`src/rtl/axi_slice_pkg.sv`:
```
// Shared types and field widths for the AXI4 register slice.
// Channel mode selection plus fixed AXI4 sideband widths.
package axi_slice_pkg;

  typedef enum logic [1:0] {
    SLICE_BYPASS = 2'd0,
    SLICE_FULL   = 2'd1,
    SLICE_HALF   = 2'd2
  } slice_mode_e;

  localparam int AXI_LEN_W   = 8;
  localparam int AXI_SIZE_W  = 3;
  localparam int AXI_BURST_W = 2;
  localparam int AXI_CACHE_W = 4;
  localparam int AXI_PROT_W  = 3;
  localparam int AXI_RESP_W  = 2;

endpackage

```
`src/rtl/axi_reg_slice_if.sv`:
```
// AXI4 bundle with master/slave views.
// Widths follow the slice parameters.
interface axi_reg_slice_if
  import axi_slice_pkg::*;
#(
  parameter int ID_WIDTH   = 2,
  parameter int ADDR_WIDTH = 32,
  parameter int DATA_WIDTH = 128
);

  localparam int STRB_W = DATA_WIDTH / 8;

  logic [ID_WIDTH-1:0]    aw_id;
  logic [ADDR_WIDTH-1:0]  aw_addr;
  logic [AXI_LEN_W-1:0]   aw_len;
  logic [AXI_SIZE_W-1:0]  aw_size;
  logic [AXI_BURST_W-1:0] aw_burst;
  logic                   aw_lock;
  logic [AXI_CACHE_W-1:0] aw_cache;
  logic [AXI_PROT_W-1:0]  aw_prot;
  logic                   aw_valid;
  logic                   aw_ready;

  logic [DATA_WIDTH-1:0]  w_data;
  logic [STRB_W-1:0]      w_strb;
  logic                   w_last;
  logic                   w_valid;
  logic                   w_ready;

  logic [ID_WIDTH-1:0]    b_id;
  logic [AXI_RESP_W-1:0]  b_resp;
  logic                   b_valid;
  logic                   b_ready;

  logic [ID_WIDTH-1:0]    ar_id;
  logic [ADDR_WIDTH-1:0]  ar_addr;
  logic [AXI_LEN_W-1:0]   ar_len;
  logic [AXI_SIZE_W-1:0]  ar_size;
  logic [AXI_BURST_W-1:0] ar_burst;
  logic                   ar_lock;
  logic [AXI_CACHE_W-1:0] ar_cache;
  logic [AXI_PROT_W-1:0]  ar_prot;
  logic                   ar_valid;
  logic                   ar_ready;

  logic [ID_WIDTH-1:0]    r_id;
  logic [DATA_WIDTH-1:0]  r_data;
  logic [AXI_RESP_W-1:0]  r_resp;
  logic                   r_last;
  logic                   r_valid;
  logic                   r_ready;

  modport master (
    output aw_id, aw_addr, aw_len, aw_size,
    output aw_burst, aw_lock, aw_cache, aw_prot,
    output aw_valid,
    input  aw_ready,
    output w_data, w_strb, w_last, w_valid,
    input  w_ready,
    input  b_id, b_resp, b_valid,
    output b_ready,
    output ar_id, ar_addr, ar_len, ar_size,
    output ar_burst, ar_lock, ar_cache, ar_prot,
    output ar_valid,
    input  ar_ready,
    input  r_id, r_data, r_resp, r_last, r_valid,
    output r_ready
  );

  modport slave (
    input  aw_id, aw_addr, aw_len, aw_size,
    input  aw_burst, aw_lock, aw_cache, aw_prot,
    input  aw_valid,
    output aw_ready,
    input  w_data, w_strb, w_last, w_valid,
    output w_ready,
    output b_id, b_resp, b_valid,
    input  b_ready,
    input  ar_id, ar_addr, ar_len, ar_size,
    input  ar_burst, ar_lock, ar_cache, ar_prot,
    input  ar_valid,
    output ar_ready,
    output r_id, r_data, r_resp, r_last, r_valid,
    input  r_ready
  );

endinterface

```
`src/rtl/axi_slice_chan.sv`:
```
// Generic valid/ready register slice for one channel payload.
// Bypass, two-entry skid buffer or single half-rate register.
module axi_slice_chan
  import axi_slice_pkg::*;
#(
  parameter int          WIDTH = 32,
  parameter slice_mode_e MODE  = SLICE_FULL
) (
  input  logic             clk,
  input  logic             rst_n,
  input  logic             in_valid,
  output logic             in_ready,
  input  logic [WIDTH-1:0] in_data,
  output logic             out_valid,
  input  logic             out_ready,
  output logic [WIDTH-1:0] out_data
);

  if (MODE == SLICE_BYPASS) begin : g_bypass

    assign out_valid = in_valid;
    assign out_data  = in_data;
    assign in_ready  = out_ready;

  end else if (MODE == SLICE_FULL) begin : g_full

    logic             main_vld;
    logic             main_vld_n;
    logic             skid_vld;
    logic             skid_vld_n;
    logic             load_main;
    logic             load_skid;
    logic             pop_skid;
    logic [WIDTH-1:0] main_q;
    logic [WIDTH-1:0] skid_q;

    assign in_ready  = !skid_vld;
    assign out_valid = main_vld;
    assign out_data  = main_q;

    // main refills when empty or draining; skid only catches a stalled accept
    always_comb begin
      main_vld_n = main_vld;
      skid_vld_n = skid_vld;
      load_main  = 1'b0;
      load_skid  = 1'b0;
      pop_skid   = 1'b0;
      if (!main_vld || out_ready) begin
        if (skid_vld) begin
          pop_skid   = 1'b1;
          main_vld_n = 1'b1;
          skid_vld_n = 1'b0;
        end else begin
          load_main  = in_valid;
          main_vld_n = in_valid;
        end
      end else if (in_valid && !skid_vld) begin
        load_skid  = 1'b1;
        skid_vld_n = 1'b1;
      end
    end

    always_ff @(posedge clk or negedge rst_n) begin
      if (!rst_n) begin
        main_vld <= 1'b0;
        skid_vld <= 1'b0;
      end else begin
        main_vld <= main_vld_n;
        skid_vld <= skid_vld_n;
      end
    end

    always_ff @(posedge clk) begin
      if (load_main) main_q <= in_data;
      else if (pop_skid) main_q <= skid_q;
      if (load_skid) skid_q <= in_data;
    end

  end else if (MODE == SLICE_HALF) begin : g_half

    logic             q_vld;
    logic [WIDTH-1:0] q_data;

    assign in_ready  = !q_vld;
    assign out_valid = q_vld;
    assign out_data  = q_data;

    always_ff @(posedge clk or negedge rst_n) begin
      if (!rst_n) begin
        q_vld <= 1'b0;
      end else if (q_vld) begin
        if (out_ready) q_vld <= 1'b0;
      end else if (in_valid) begin
        q_vld <= 1'b1;
      end
    end

    always_ff @(posedge clk) begin
      if (!q_vld && in_valid) q_data <= in_data;
    end

  end else begin : g_bad

    $error("axi_slice_chan: unsupported MODE %0d", MODE);

  end

endmodule

```
`src/rtl/axi_reg_slice.sv`:
```
// AXI4 point-to-point link with a selectable register stage per channel.
// Payload fields are packed per channel and carried through axi_slice_chan.
module axi_reg_slice
  import axi_slice_pkg::*;
#(
  parameter int          ID_WIDTH   = 2,
  parameter int          ADDR_WIDTH = 32,
  parameter int          DATA_WIDTH = 128,
  parameter slice_mode_e AW_MODE    = SLICE_FULL,
  parameter slice_mode_e W_MODE     = SLICE_FULL,
  parameter slice_mode_e B_MODE     = SLICE_FULL,
  parameter slice_mode_e AR_MODE    = SLICE_FULL,
  parameter slice_mode_e R_MODE     = SLICE_FULL
) (
  input logic             ACLOCK,
  input logic             ARESETN,
  axi_reg_slice_if.slave  s_axi,
  axi_reg_slice_if.master m_axi
);

  localparam int A_W = ID_WIDTH + ADDR_WIDTH + AXI_LEN_W
                     + AXI_SIZE_W + AXI_BURST_W + 1
                     + AXI_CACHE_W + AXI_PROT_W;
  localparam int W_W = DATA_WIDTH + DATA_WIDTH / 8 + 1;
  localparam int B_W = ID_WIDTH + AXI_RESP_W;
  localparam int R_W = ID_WIDTH + DATA_WIDTH + AXI_RESP_W + 1;

  logic [A_W-1:0] aw_in, aw_out;
  logic [W_W-1:0] w_in, w_out;
  logic [B_W-1:0] b_in, b_out;
  logic [A_W-1:0] ar_in, ar_out;
  logic [R_W-1:0] r_in, r_out;

  assign aw_in = {s_axi.aw_id, s_axi.aw_addr, s_axi.aw_len,
                  s_axi.aw_size, s_axi.aw_burst, s_axi.aw_lock,
                  s_axi.aw_cache, s_axi.aw_prot};
  assign {m_axi.aw_id, m_axi.aw_addr, m_axi.aw_len,
          m_axi.aw_size, m_axi.aw_burst, m_axi.aw_lock,
          m_axi.aw_cache, m_axi.aw_prot} = aw_out;

  assign w_in = {s_axi.w_data, s_axi.w_strb, s_axi.w_last};
  assign {m_axi.w_data, m_axi.w_strb, m_axi.w_last} = w_out;

  assign b_in = {m_axi.b_id, m_axi.b_resp};
  assign {s_axi.b_id, s_axi.b_resp} = b_out;

  assign ar_in = {s_axi.ar_id, s_axi.ar_addr, s_axi.ar_len,
                  s_axi.ar_size, s_axi.ar_burst, s_axi.ar_lock,
                  s_axi.ar_cache, s_axi.ar_prot};
  assign {m_axi.ar_id, m_axi.ar_addr, m_axi.ar_len,
          m_axi.ar_size, m_axi.ar_burst, m_axi.ar_lock,
          m_axi.ar_cache, m_axi.ar_prot} = ar_out;

  assign r_in = {m_axi.r_id, m_axi.r_data, m_axi.r_resp, m_axi.r_last};
  assign {s_axi.r_id, s_axi.r_data, s_axi.r_resp, s_axi.r_last} = r_out;

  axi_slice_chan #(.WIDTH(A_W), .MODE(AW_MODE)) u_aw (
    .clk      (ACLOCK),
    .rst_n    (ARESETN),
    .in_valid (s_axi.aw_valid),
    .in_ready (s_axi.aw_ready),
    .in_data  (aw_in),
    .out_valid(m_axi.aw_valid),
    .out_ready(m_axi.aw_ready),
    .out_data (aw_out)
  );

  axi_slice_chan #(.WIDTH(W_W), .MODE(W_MODE)) u_w (
    .clk      (ACLOCK),
    .rst_n    (ARESETN),
    .in_valid (s_axi.w_valid),
    .in_ready (s_axi.w_ready),
    .in_data  (w_in),
    .out_valid(m_axi.w_valid),
    .out_ready(m_axi.w_ready),
    .out_data (w_out)
  );

  // response channels run from the master port back to the slave port
  axi_slice_chan #(.WIDTH(B_W), .MODE(B_MODE)) u_b (
    .clk      (ACLOCK),
    .rst_n    (ARESETN),
    .in_valid (m_axi.b_valid),
    .in_ready (m_axi.b_ready),
    .in_data  (b_in),
    .out_valid(s_axi.b_valid),
    .out_ready(s_axi.b_ready),
    .out_data (b_out)
  );

  axi_slice_chan #(.WIDTH(A_W), .MODE(AR_MODE)) u_ar (
    .clk      (ACLOCK),
    .rst_n    (ARESETN),
    .in_valid (s_axi.ar_valid),
    .in_ready (s_axi.ar_ready),
    .in_data  (ar_in),
    .out_valid(m_axi.ar_valid),
    .out_ready(m_axi.ar_ready),
    .out_data (ar_out)
  );

  axi_slice_chan #(.WIDTH(R_W), .MODE(R_MODE)) u_r (
    .clk      (ACLOCK),
    .rst_n    (ARESETN),
    .in_valid (m_axi.r_valid),
    .in_ready (m_axi.r_ready),
    .in_data  (r_in),
    .out_valid(s_axi.r_valid),
    .out_ready(s_axi.r_ready),
    .out_data (r_out)
  );

endmodule

```
`src/flat_wrapper.sv`:
```
// flat-port wrapper written by rule: the top's interface ports become plain ports
module axi_reg_slice_flat import axi_slice_pkg::*;
#(
  parameter int          ID_WIDTH   = 2,
  parameter int          ADDR_WIDTH = 32,
  parameter int          DATA_WIDTH = 128,
  parameter slice_mode_e AW_MODE    = SLICE_FULL,
  parameter slice_mode_e W_MODE     = SLICE_FULL,
  parameter slice_mode_e B_MODE     = SLICE_FULL,
  parameter slice_mode_e AR_MODE    = SLICE_FULL,
  parameter slice_mode_e R_MODE     = SLICE_FULL
)
  (ACLOCK, ARESETN, s_axi_aw_id, s_axi_aw_addr, s_axi_aw_len, s_axi_aw_size, s_axi_aw_burst, s_axi_aw_lock, s_axi_aw_cache, s_axi_aw_prot, s_axi_aw_valid, s_axi_aw_ready, s_axi_w_data, s_axi_w_strb, s_axi_w_last, s_axi_w_valid, s_axi_w_ready, s_axi_b_id, s_axi_b_resp, s_axi_b_valid, s_axi_b_ready, s_axi_ar_id, s_axi_ar_addr, s_axi_ar_len, s_axi_ar_size, s_axi_ar_burst, s_axi_ar_lock, s_axi_ar_cache, s_axi_ar_prot, s_axi_ar_valid, s_axi_ar_ready, s_axi_r_id, s_axi_r_data, s_axi_r_resp, s_axi_r_last, s_axi_r_valid, s_axi_r_ready, m_axi_aw_id, m_axi_aw_addr, m_axi_aw_len, m_axi_aw_size, m_axi_aw_burst, m_axi_aw_lock, m_axi_aw_cache, m_axi_aw_prot, m_axi_aw_valid, m_axi_aw_ready, m_axi_w_data, m_axi_w_strb, m_axi_w_last, m_axi_w_valid, m_axi_w_ready, m_axi_b_id, m_axi_b_resp, m_axi_b_valid, m_axi_b_ready, m_axi_ar_id, m_axi_ar_addr, m_axi_ar_len, m_axi_ar_size, m_axi_ar_burst, m_axi_ar_lock, m_axi_ar_cache, m_axi_ar_prot, m_axi_ar_valid, m_axi_ar_ready, m_axi_r_id, m_axi_r_data, m_axi_r_resp, m_axi_r_last, m_axi_r_valid, m_axi_r_ready);
  axi_reg_slice_if #(.ID_WIDTH(ID_WIDTH), .ADDR_WIDTH(ADDR_WIDTH), .DATA_WIDTH(DATA_WIDTH)) s_axi_i ();
  axi_reg_slice_if #(.ID_WIDTH(ID_WIDTH), .ADDR_WIDTH(ADDR_WIDTH), .DATA_WIDTH(DATA_WIDTH)) m_axi_i ();
  input logic ACLOCK;
  input logic ARESETN;
  input wire logic [$bits(s_axi_i.aw_id)-1:0] s_axi_aw_id;
  input wire logic [$bits(s_axi_i.aw_addr)-1:0] s_axi_aw_addr;
  input wire logic [$bits(s_axi_i.aw_len)-1:0] s_axi_aw_len;
  input wire logic [$bits(s_axi_i.aw_size)-1:0] s_axi_aw_size;
  input wire logic [$bits(s_axi_i.aw_burst)-1:0] s_axi_aw_burst;
  input wire logic [$bits(s_axi_i.aw_lock)-1:0] s_axi_aw_lock;
  input wire logic [$bits(s_axi_i.aw_cache)-1:0] s_axi_aw_cache;
  input wire logic [$bits(s_axi_i.aw_prot)-1:0] s_axi_aw_prot;
  input wire logic [$bits(s_axi_i.aw_valid)-1:0] s_axi_aw_valid;
  output wire logic [$bits(s_axi_i.aw_ready)-1:0] s_axi_aw_ready;
  input wire logic [$bits(s_axi_i.w_data)-1:0] s_axi_w_data;
  input wire logic [$bits(s_axi_i.w_strb)-1:0] s_axi_w_strb;
  input wire logic [$bits(s_axi_i.w_last)-1:0] s_axi_w_last;
  input wire logic [$bits(s_axi_i.w_valid)-1:0] s_axi_w_valid;
  output wire logic [$bits(s_axi_i.w_ready)-1:0] s_axi_w_ready;
  output wire logic [$bits(s_axi_i.b_id)-1:0] s_axi_b_id;
  output wire logic [$bits(s_axi_i.b_resp)-1:0] s_axi_b_resp;
  output wire logic [$bits(s_axi_i.b_valid)-1:0] s_axi_b_valid;
  input wire logic [$bits(s_axi_i.b_ready)-1:0] s_axi_b_ready;
  input wire logic [$bits(s_axi_i.ar_id)-1:0] s_axi_ar_id;
  input wire logic [$bits(s_axi_i.ar_addr)-1:0] s_axi_ar_addr;
  input wire logic [$bits(s_axi_i.ar_len)-1:0] s_axi_ar_len;
  input wire logic [$bits(s_axi_i.ar_size)-1:0] s_axi_ar_size;
  input wire logic [$bits(s_axi_i.ar_burst)-1:0] s_axi_ar_burst;
  input wire logic [$bits(s_axi_i.ar_lock)-1:0] s_axi_ar_lock;
  input wire logic [$bits(s_axi_i.ar_cache)-1:0] s_axi_ar_cache;
  input wire logic [$bits(s_axi_i.ar_prot)-1:0] s_axi_ar_prot;
  input wire logic [$bits(s_axi_i.ar_valid)-1:0] s_axi_ar_valid;
  output wire logic [$bits(s_axi_i.ar_ready)-1:0] s_axi_ar_ready;
  output wire logic [$bits(s_axi_i.r_id)-1:0] s_axi_r_id;
  output wire logic [$bits(s_axi_i.r_data)-1:0] s_axi_r_data;
  output wire logic [$bits(s_axi_i.r_resp)-1:0] s_axi_r_resp;
  output wire logic [$bits(s_axi_i.r_last)-1:0] s_axi_r_last;
  output wire logic [$bits(s_axi_i.r_valid)-1:0] s_axi_r_valid;
  input wire logic [$bits(s_axi_i.r_ready)-1:0] s_axi_r_ready;
  output wire logic [$bits(m_axi_i.aw_id)-1:0] m_axi_aw_id;
  output wire logic [$bits(m_axi_i.aw_addr)-1:0] m_axi_aw_addr;
  output wire logic [$bits(m_axi_i.aw_len)-1:0] m_axi_aw_len;
  output wire logic [$bits(m_axi_i.aw_size)-1:0] m_axi_aw_size;
  output wire logic [$bits(m_axi_i.aw_burst)-1:0] m_axi_aw_burst;
  output wire logic [$bits(m_axi_i.aw_lock)-1:0] m_axi_aw_lock;
  output wire logic [$bits(m_axi_i.aw_cache)-1:0] m_axi_aw_cache;
  output wire logic [$bits(m_axi_i.aw_prot)-1:0] m_axi_aw_prot;
  output wire logic [$bits(m_axi_i.aw_valid)-1:0] m_axi_aw_valid;
  input wire logic [$bits(m_axi_i.aw_ready)-1:0] m_axi_aw_ready;
  output wire logic [$bits(m_axi_i.w_data)-1:0] m_axi_w_data;
  output wire logic [$bits(m_axi_i.w_strb)-1:0] m_axi_w_strb;
  output wire logic [$bits(m_axi_i.w_last)-1:0] m_axi_w_last;
  output wire logic [$bits(m_axi_i.w_valid)-1:0] m_axi_w_valid;
  input wire logic [$bits(m_axi_i.w_ready)-1:0] m_axi_w_ready;
  input wire logic [$bits(m_axi_i.b_id)-1:0] m_axi_b_id;
  input wire logic [$bits(m_axi_i.b_resp)-1:0] m_axi_b_resp;
  input wire logic [$bits(m_axi_i.b_valid)-1:0] m_axi_b_valid;
  output wire logic [$bits(m_axi_i.b_ready)-1:0] m_axi_b_ready;
  output wire logic [$bits(m_axi_i.ar_id)-1:0] m_axi_ar_id;
  output wire logic [$bits(m_axi_i.ar_addr)-1:0] m_axi_ar_addr;
  output wire logic [$bits(m_axi_i.ar_len)-1:0] m_axi_ar_len;
  output wire logic [$bits(m_axi_i.ar_size)-1:0] m_axi_ar_size;
  output wire logic [$bits(m_axi_i.ar_burst)-1:0] m_axi_ar_burst;
  output wire logic [$bits(m_axi_i.ar_lock)-1:0] m_axi_ar_lock;
  output wire logic [$bits(m_axi_i.ar_cache)-1:0] m_axi_ar_cache;
  output wire logic [$bits(m_axi_i.ar_prot)-1:0] m_axi_ar_prot;
  output wire logic [$bits(m_axi_i.ar_valid)-1:0] m_axi_ar_valid;
  input wire logic [$bits(m_axi_i.ar_ready)-1:0] m_axi_ar_ready;
  input wire logic [$bits(m_axi_i.r_id)-1:0] m_axi_r_id;
  input wire logic [$bits(m_axi_i.r_data)-1:0] m_axi_r_data;
  input wire logic [$bits(m_axi_i.r_resp)-1:0] m_axi_r_resp;
  input wire logic [$bits(m_axi_i.r_last)-1:0] m_axi_r_last;
  input wire logic [$bits(m_axi_i.r_valid)-1:0] m_axi_r_valid;
  output wire logic [$bits(m_axi_i.r_ready)-1:0] m_axi_r_ready;
  assign s_axi_i.aw_id = s_axi_aw_id;
  assign s_axi_i.aw_addr = s_axi_aw_addr;
  assign s_axi_i.aw_len = s_axi_aw_len;
  assign s_axi_i.aw_size = s_axi_aw_size;
  assign s_axi_i.aw_burst = s_axi_aw_burst;
  assign s_axi_i.aw_lock = s_axi_aw_lock;
  assign s_axi_i.aw_cache = s_axi_aw_cache;
  assign s_axi_i.aw_prot = s_axi_aw_prot;
  assign s_axi_i.aw_valid = s_axi_aw_valid;
  assign s_axi_aw_ready = s_axi_i.aw_ready;
  assign s_axi_i.w_data = s_axi_w_data;
  assign s_axi_i.w_strb = s_axi_w_strb;
  assign s_axi_i.w_last = s_axi_w_last;
  assign s_axi_i.w_valid = s_axi_w_valid;
  assign s_axi_w_ready = s_axi_i.w_ready;
  assign s_axi_b_id = s_axi_i.b_id;
  assign s_axi_b_resp = s_axi_i.b_resp;
  assign s_axi_b_valid = s_axi_i.b_valid;
  assign s_axi_i.b_ready = s_axi_b_ready;
  assign s_axi_i.ar_id = s_axi_ar_id;
  assign s_axi_i.ar_addr = s_axi_ar_addr;
  assign s_axi_i.ar_len = s_axi_ar_len;
  assign s_axi_i.ar_size = s_axi_ar_size;
  assign s_axi_i.ar_burst = s_axi_ar_burst;
  assign s_axi_i.ar_lock = s_axi_ar_lock;
  assign s_axi_i.ar_cache = s_axi_ar_cache;
  assign s_axi_i.ar_prot = s_axi_ar_prot;
  assign s_axi_i.ar_valid = s_axi_ar_valid;
  assign s_axi_ar_ready = s_axi_i.ar_ready;
  assign s_axi_r_id = s_axi_i.r_id;
  assign s_axi_r_data = s_axi_i.r_data;
  assign s_axi_r_resp = s_axi_i.r_resp;
  assign s_axi_r_last = s_axi_i.r_last;
  assign s_axi_r_valid = s_axi_i.r_valid;
  assign s_axi_i.r_ready = s_axi_r_ready;
  assign m_axi_aw_id = m_axi_i.aw_id;
  assign m_axi_aw_addr = m_axi_i.aw_addr;
  assign m_axi_aw_len = m_axi_i.aw_len;
  assign m_axi_aw_size = m_axi_i.aw_size;
  assign m_axi_aw_burst = m_axi_i.aw_burst;
  assign m_axi_aw_lock = m_axi_i.aw_lock;
  assign m_axi_aw_cache = m_axi_i.aw_cache;
  assign m_axi_aw_prot = m_axi_i.aw_prot;
  assign m_axi_aw_valid = m_axi_i.aw_valid;
  assign m_axi_i.aw_ready = m_axi_aw_ready;
  assign m_axi_w_data = m_axi_i.w_data;
  assign m_axi_w_strb = m_axi_i.w_strb;
  assign m_axi_w_last = m_axi_i.w_last;
  assign m_axi_w_valid = m_axi_i.w_valid;
  assign m_axi_i.w_ready = m_axi_w_ready;
  assign m_axi_i.b_id = m_axi_b_id;
  assign m_axi_i.b_resp = m_axi_b_resp;
  assign m_axi_i.b_valid = m_axi_b_valid;
  assign m_axi_b_ready = m_axi_i.b_ready;
  assign m_axi_ar_id = m_axi_i.ar_id;
  assign m_axi_ar_addr = m_axi_i.ar_addr;
  assign m_axi_ar_len = m_axi_i.ar_len;
  assign m_axi_ar_size = m_axi_i.ar_size;
  assign m_axi_ar_burst = m_axi_i.ar_burst;
  assign m_axi_ar_lock = m_axi_i.ar_lock;
  assign m_axi_ar_cache = m_axi_i.ar_cache;
  assign m_axi_ar_prot = m_axi_i.ar_prot;
  assign m_axi_ar_valid = m_axi_i.ar_valid;
  assign m_axi_i.ar_ready = m_axi_ar_ready;
  assign m_axi_i.r_id = m_axi_r_id;
  assign m_axi_i.r_data = m_axi_r_data;
  assign m_axi_i.r_resp = m_axi_r_resp;
  assign m_axi_i.r_last = m_axi_r_last;
  assign m_axi_i.r_valid = m_axi_r_valid;
  assign m_axi_r_ready = m_axi_i.r_ready;
  axi_reg_slice #(.ID_WIDTH(ID_WIDTH), .ADDR_WIDTH(ADDR_WIDTH), .DATA_WIDTH(DATA_WIDTH), .AW_MODE(AW_MODE), .W_MODE(W_MODE), .B_MODE(B_MODE), .AR_MODE(AR_MODE), .R_MODE(R_MODE)) u_core (.ACLOCK(ACLOCK), .ARESETN(ARESETN), .s_axi(s_axi_i), .m_axi(m_axi_i));
endmodule
```
`config.mk`:
```
export PLATFORM = sky130hd
export DESIGN_NAME = axi_reg_slice_flat
export DESIGN_NICKNAME = d
export VERILOG_FILES = /design/src/rtl/axi_slice_pkg.sv /design/src/rtl/axi_reg_slice_if.sv /design/src/rtl/axi_slice_chan.sv /design/src/rtl/axi_reg_slice.sv /design/src/flat_wrapper.sv
export SDC_FILE = /design/constraint.sdc
export NUM_CORES = 1
export LEC_CHECK = 0
export ABC_AREA = 1
export CAP_MARGIN = 10
export CORE_AREA = 4 4 312 314
export CTS_CLUSTER_DIAMETER = 120
export DETAILED_ROUTE_END_ITERATION = 7
export DIE_AREA = 0 0 316 318
export GPL_TIMING_DRIVEN = 0
export HOLD_SLACK_MARGIN = 0.02
export SYNTH_ARGS = -nofsm -noshare
export SYNTH_HDL_FRONTEND = slang
export SYNTH_HIERARCHICAL = 1
export SYNTH_SLANG_ARGS = --single-unit
```
`constraint.sdc`:
```
create_clock -name ACLOCK -period 14.3 [get_ports ACLOCK]
set_clock_uncertainty 0.05 [all_clocks]
set_input_delay 2.86 -clock ACLOCK [delete_from_list [all_inputs] [get_ports ACLOCK]]
set_output_delay 2.86 -clock ACLOCK [all_outputs]
set_load 0.1 [all_outputs]
```
* Word-level counts from Yosys, hierarchy flattened *
Index checks and enable logic that the tools add are counted.

word-level totals
  output and inout port bits = 402
  input bits = 404
  register bits after elaboration = 794
  logic and storage cells = 105

cells by class
  reduce and logical (&&, ||, !) cells = 30
  mux-type cells = 55

operator list
  kind                count
  145-bit 2-to-1 mux  2
  133-bit 2-to-1 mux  2
  55-bit 2-to-1 mux   4
  1-bit 2-to-1 mux    45
  2-bit nonzero test  10
  1-bit logical NOT   10
  4-bit 2-to-1 mux    2
  1-bit logical AND   5
  1-bit logical OR    5

* Longest topological paths before layout *
  depth after elaboration = 5
  depth in mapped cells = 7

* Cells and area by module *
The synthesis kept the hierarchy.

modules (own cells, without submodules)
  module                             times used  cells each  area each (um^2)
  axi_slice_chan at u_core.u_w       1           785         10920.5
  axi_slice_chan at u_core.u_r       1           721         9947.0
  axi_slice_chan at u_core.u_ar ...  2           305         4621.9
  axi_slice_chan at u_core.u_b       1           33          401.6

* Least setup slack after synthesis *
Ideal clock, no wire load.

  path type = input to register
  start = input m_axi_w_ready
  end = register u_core.u_w.g_full.skid_q[0] (enable)
  required time = 13.423 ns
  setup slack = 0.240 ns
  arrival time = 13.183 ns
  setup time = 0.827 ns
  stages = 5
  buffers on the path = 2
  cells stage by stage = inv_1 > nand2_1 > buf_2 > buf_2 > nor3_1

between the ends
  word-level cells in the longest chain between the ends = 2

RTL lines
  item                             line                  RTL
  start: declaration               flat_wrapper.sv:67    input wire logic [$bits(m_axi_i.w_ready)-1:0] m_axi_w_ready;
  1-bit logical OR                 axi_slice_chan.sv:48  if (!main_vld || out_ready) begin
  1-bit 2-to-1 mux                 axi_slice_chan.sv:48
  via u_core.u_w.g_full.load_skid  axi_slice_chan.sv:32  logic load_skid;
  end signal: assignment           axi_slice_chan.sv:76  if (load_skid) skid_q <= in_data;
  end: declaration                 axi_slice_chan.sv:35  logic [WIDTH-1:0] skid_q;

The timed path passes the listed nets, and every way through them passes these cells.
A chain may end at the register's enable or synchronous reset.

* Final worst setup path *
  start = input s_axi_r_ready
  end = register u_core.u_r.g_full.skid_q[81] (enable)

between the ends
  word-level cells in the longest chain between the ends = 2

RTL lines
  item                             line                  RTL
  start: declaration               flat_wrapper.sv:52    input wire logic [$bits(s_axi_i.r_ready)-1:0] s_axi_r_ready;
  1-bit logical OR                 axi_slice_chan.sv:48
  1-bit 2-to-1 mux                 axi_slice_chan.sv:48
  via u_core.u_r.g_full.load_skid  axi_slice_chan.sv:32
  end signal: assignment           axi_slice_chan.sv:76
  end: declaration                 axi_slice_chan.sv:35

The timed path passes the listed nets, and every way through them passes these cells.

==> results.tsv <==
metric	value	unit
worst-margin pin slew	1.24	ns
Flop pwr share	0.432	
minimum clock period	5.37	ns
fmax	186	MHz
worst endpoint data arrival time	5.68	ns
Sw Share	0.319	
Clock Path Buffers	3	
final setup vio count	0	
Syn-to-layout area delta	43.8	%
Netlist cell types	21	
drt first pass iters	5	
gr ovfl total	0	
Worst-path clk slew	0.06	ns
mean post-synth cell area	14.2	sq um
Routed WL	97700	microns
power share of the clock group	0.344	
Die Area	0.100	sq mm
internal power	4410	uW
Combinational Power Share	0.224	
Post-CTS Setup Inserts	0	
CTS Buf Count	88	
# IOs	806	
Cell Area, Placed	0.0410	sq mm
Clock Latency Late Sink	0.67	ns
Netlist Area Pre-Place	0.0305	sq mm
H-tree depth	3	
Min Hold Slack	0.450	ns
vias in the first global route	20448	
Port Buffers	805	
max_slew headroom	0.170	
CP Max Fanout	12	
setup slack after layout	8.93	ns
Initial Utilization	0.323	
quantity of gates resized following cts	0	
CP Capture Type	flop	
reg2reg path depth	8	
Via Count	20317	
first-pass GRT wire length	140000	microns
Startpoint Class	input pin	
critical path type	in2reg	
status	completed	
Crit Reg-Reg Startpoint	u_core/u_r/out_valid	
Num Clock Sinks	794	
Place WS	8.25	ns
initial antenna violation count	19	
sequential area share after synthesis	0.780	
final hold viol count	0	
commonest cells after routing, fill and taps aside	clkdlybuf4s50_1, nand2_1, edfxtp_1	
Worst EP required	14.60	ns
VDD IR max	85.6	uV
number of synthesized register bits	794	
Pleak	0.0166	uW
Mapped Cells	2149	
initial DRC count	1497	
Net Switching	2070	uW
setup slack, reg-to-reg	11.21	ns
share of cells above drive strength 1	0.127	
most common library cell in the layout ignoring fill and taps	clkdlybuf4s50_1	
gpl congestion	0.842	
root buffer cell	clkbuf_16	
Worst Hold Class	reg2reg	
# nets final	3502	
max-cap violation count	0	
placed cells	4273	
dpl hpwl	74300	microns
crit path capture	u_core/u_r/g_full.skid_q[81]	
final clock period utilization by the worst path	0.376	
final total negative setup slack	0	ns
die width	316	microns
CTS tree	done	
crit path launch	s_axi_r_ready	
Max Slew Vio Count	0	
DRC violations left	0	
largest net degree at the start of global routing	30	
Antenna Nets Post-Route	0	
layout filler cell count	8433	
Via density	4.57	
Die Height	318	microns
Layout Cells excl Fill	4444	
overall routing resource usage	0.189	
CORE AREA	0.0946	sq mm
ratio of total power to cell area	148	mW/mm^2
Final Cell Area	0.0439	sq mm
row count	113	
Yosys warnings	6	
drt wl/cell	22.0	microns
cts hold-fix bufs	0	
Post-Syn Nets	2553	
Worst R2R End	u_core/u_r/g_full.skid_q[81]	
RSZ-0062 raised after global routing	no	
[critical path: stages]
cell and delay (ns):
clkdlybuf4s50_1 0.43, inv_2 0.09, nand2_1 0.08, buf_2 0.23, buf_4 0.22, buf_2 0.21, nor3_2 0.84, buf_6 0.28
buf_4 0.23, buf_6 0.18
[how the worst min path moves through the flow]
stage          slack, ns                           from  depth (start not counted)                        to
2_1_floorplan       0.44   u_core/u_ar/g_full.skid_q[0]                          2   u_core/u_ar/out_data[0]
3_3_place_gp        0.44   u_core/u_w/g_full.skid_q[62]                          2   u_core/u_w/out_data[62]
3_5_place_dp        0.44   u_core/u_w/g_full.skid_q[74]                          2   u_core/u_w/out_data[74]
4_1_cts             0.45  u_core/u_r/g_full.skid_q[132]                          2  u_core/u_r/out_data[132]
5_1_grt             0.46   u_core/u_r/g_full.skid_q[23]                          2   u_core/u_r/out_data[23]
6_report            0.45   u_core/u_r/g_full.skid_q[23]                          2   u_core/u_r/out_data[23]
[power groups by stage]
stage / clock [uW] / combinational (uW) / sequential [uW]
floorplan: 0 / 251 / 3590
global placement: 0 / 1410 / 2900
detailed placement: 0 / 1450 / 2850
CTS: 2290 / 1460 / 2800
global route: 2400 / 1510 / 2810
finish: 2230 / 1450 / 2800
[registers in the layout, indices dropped and copies added, names as in the netlist]
| name | cells |
|---|---|
| u_core/u_w/g_full.skid_q | 145 |
| u_core/u_w/out_data | 145 |
| u_core/u_r/g_full.skid_q | 133 |
| u_core/u_r/out_data | 133 |
| u_core/u_ar/g_full.skid_q | 55 |
| u_core/u_ar/out_data | 55 |
| u_core/u_aw/g_full.skid_q | 55 |
| u_core/u_aw/out_data | 55 |
| u_core/u_b/g_full.skid_q | 4 |
| u_core/u_b/out_data | 4 |
| u_core/u_ar/g_full.skid_vld | 1 |
| u_core/u_ar/out_valid | 1 |
| u_core/u_aw/g_full.skid_vld | 1 |
| u_core/u_aw/out_valid | 1 |
| u_core/u_b/g_full.skid_vld | 1 |
| u_core/u_b/out_valid | 1 |
| u_core/u_r/g_full.skid_vld | 1 |
| u_core/u_r/out_valid | 1 |
| u_core/u_w/g_full.skid_vld | 1 |
| u_core/u_w/out_valid | 1 |
[cells by family after synthesis]
| group | synth area share |
|---|---|
| and+or+nand+nor | 0.184 |
| DFF | 0.780 |
| buffers and inverters | 0.0351 |
| AOI/OAI and AO/OA | 0.000820 |
[per-layer routing]
layer | vias to the layer above | share of wire | track usage
li1 | 9570 | - | -
met1 | 9839 | 0.36 | 0.212
met2 | 770 | 0.51 | 0.331
met3 | 126 | 0.096 | 0.0685
met4 | 12 | 0.027 | 0.0644
met5 | - | 0.00091 | 0
[area by class of cell]
cell class | instances | area (sq um) | area share
sequential | 794 | 23800 | 0.542
timing repair buffer | 859 | 8880 | 0.202
multi-input combinational | 1216 | 5720 | 0.130
clock buffer | 111 | 2290 | 0.0521
tap | 1265 | 1580 | 0.0361
buffer | 124 | 1010 | 0.0231
clock inverter | 48 | 526 | 0.0120
inverter | 15 | 56.3 | 0.00128
antenna | 12 | 30.0 | 0.000684
[through the flow]
step	power [uW]	utilization
after floorplan	3840	-
after global placement	4310	0.425
after detailed placement	4300	0.434
after CTS	6550	0.464
after global routing	6720	0.464
final	6480	0.464
[cells in the mapped netlist, drive strengths merged]
master,instances,share of area
nand2,799,0.10
edfxtp,784,0.77
nand3,392,0.081
buf,98,0.028
clkbuf,26,0.0055
inv,15,0.0018
nor2,15,0.0031
dfrtp,10,0.0082
a21oi,5,0.00082
nor3,5,0.00082
(Power assumes the default switching activity.)
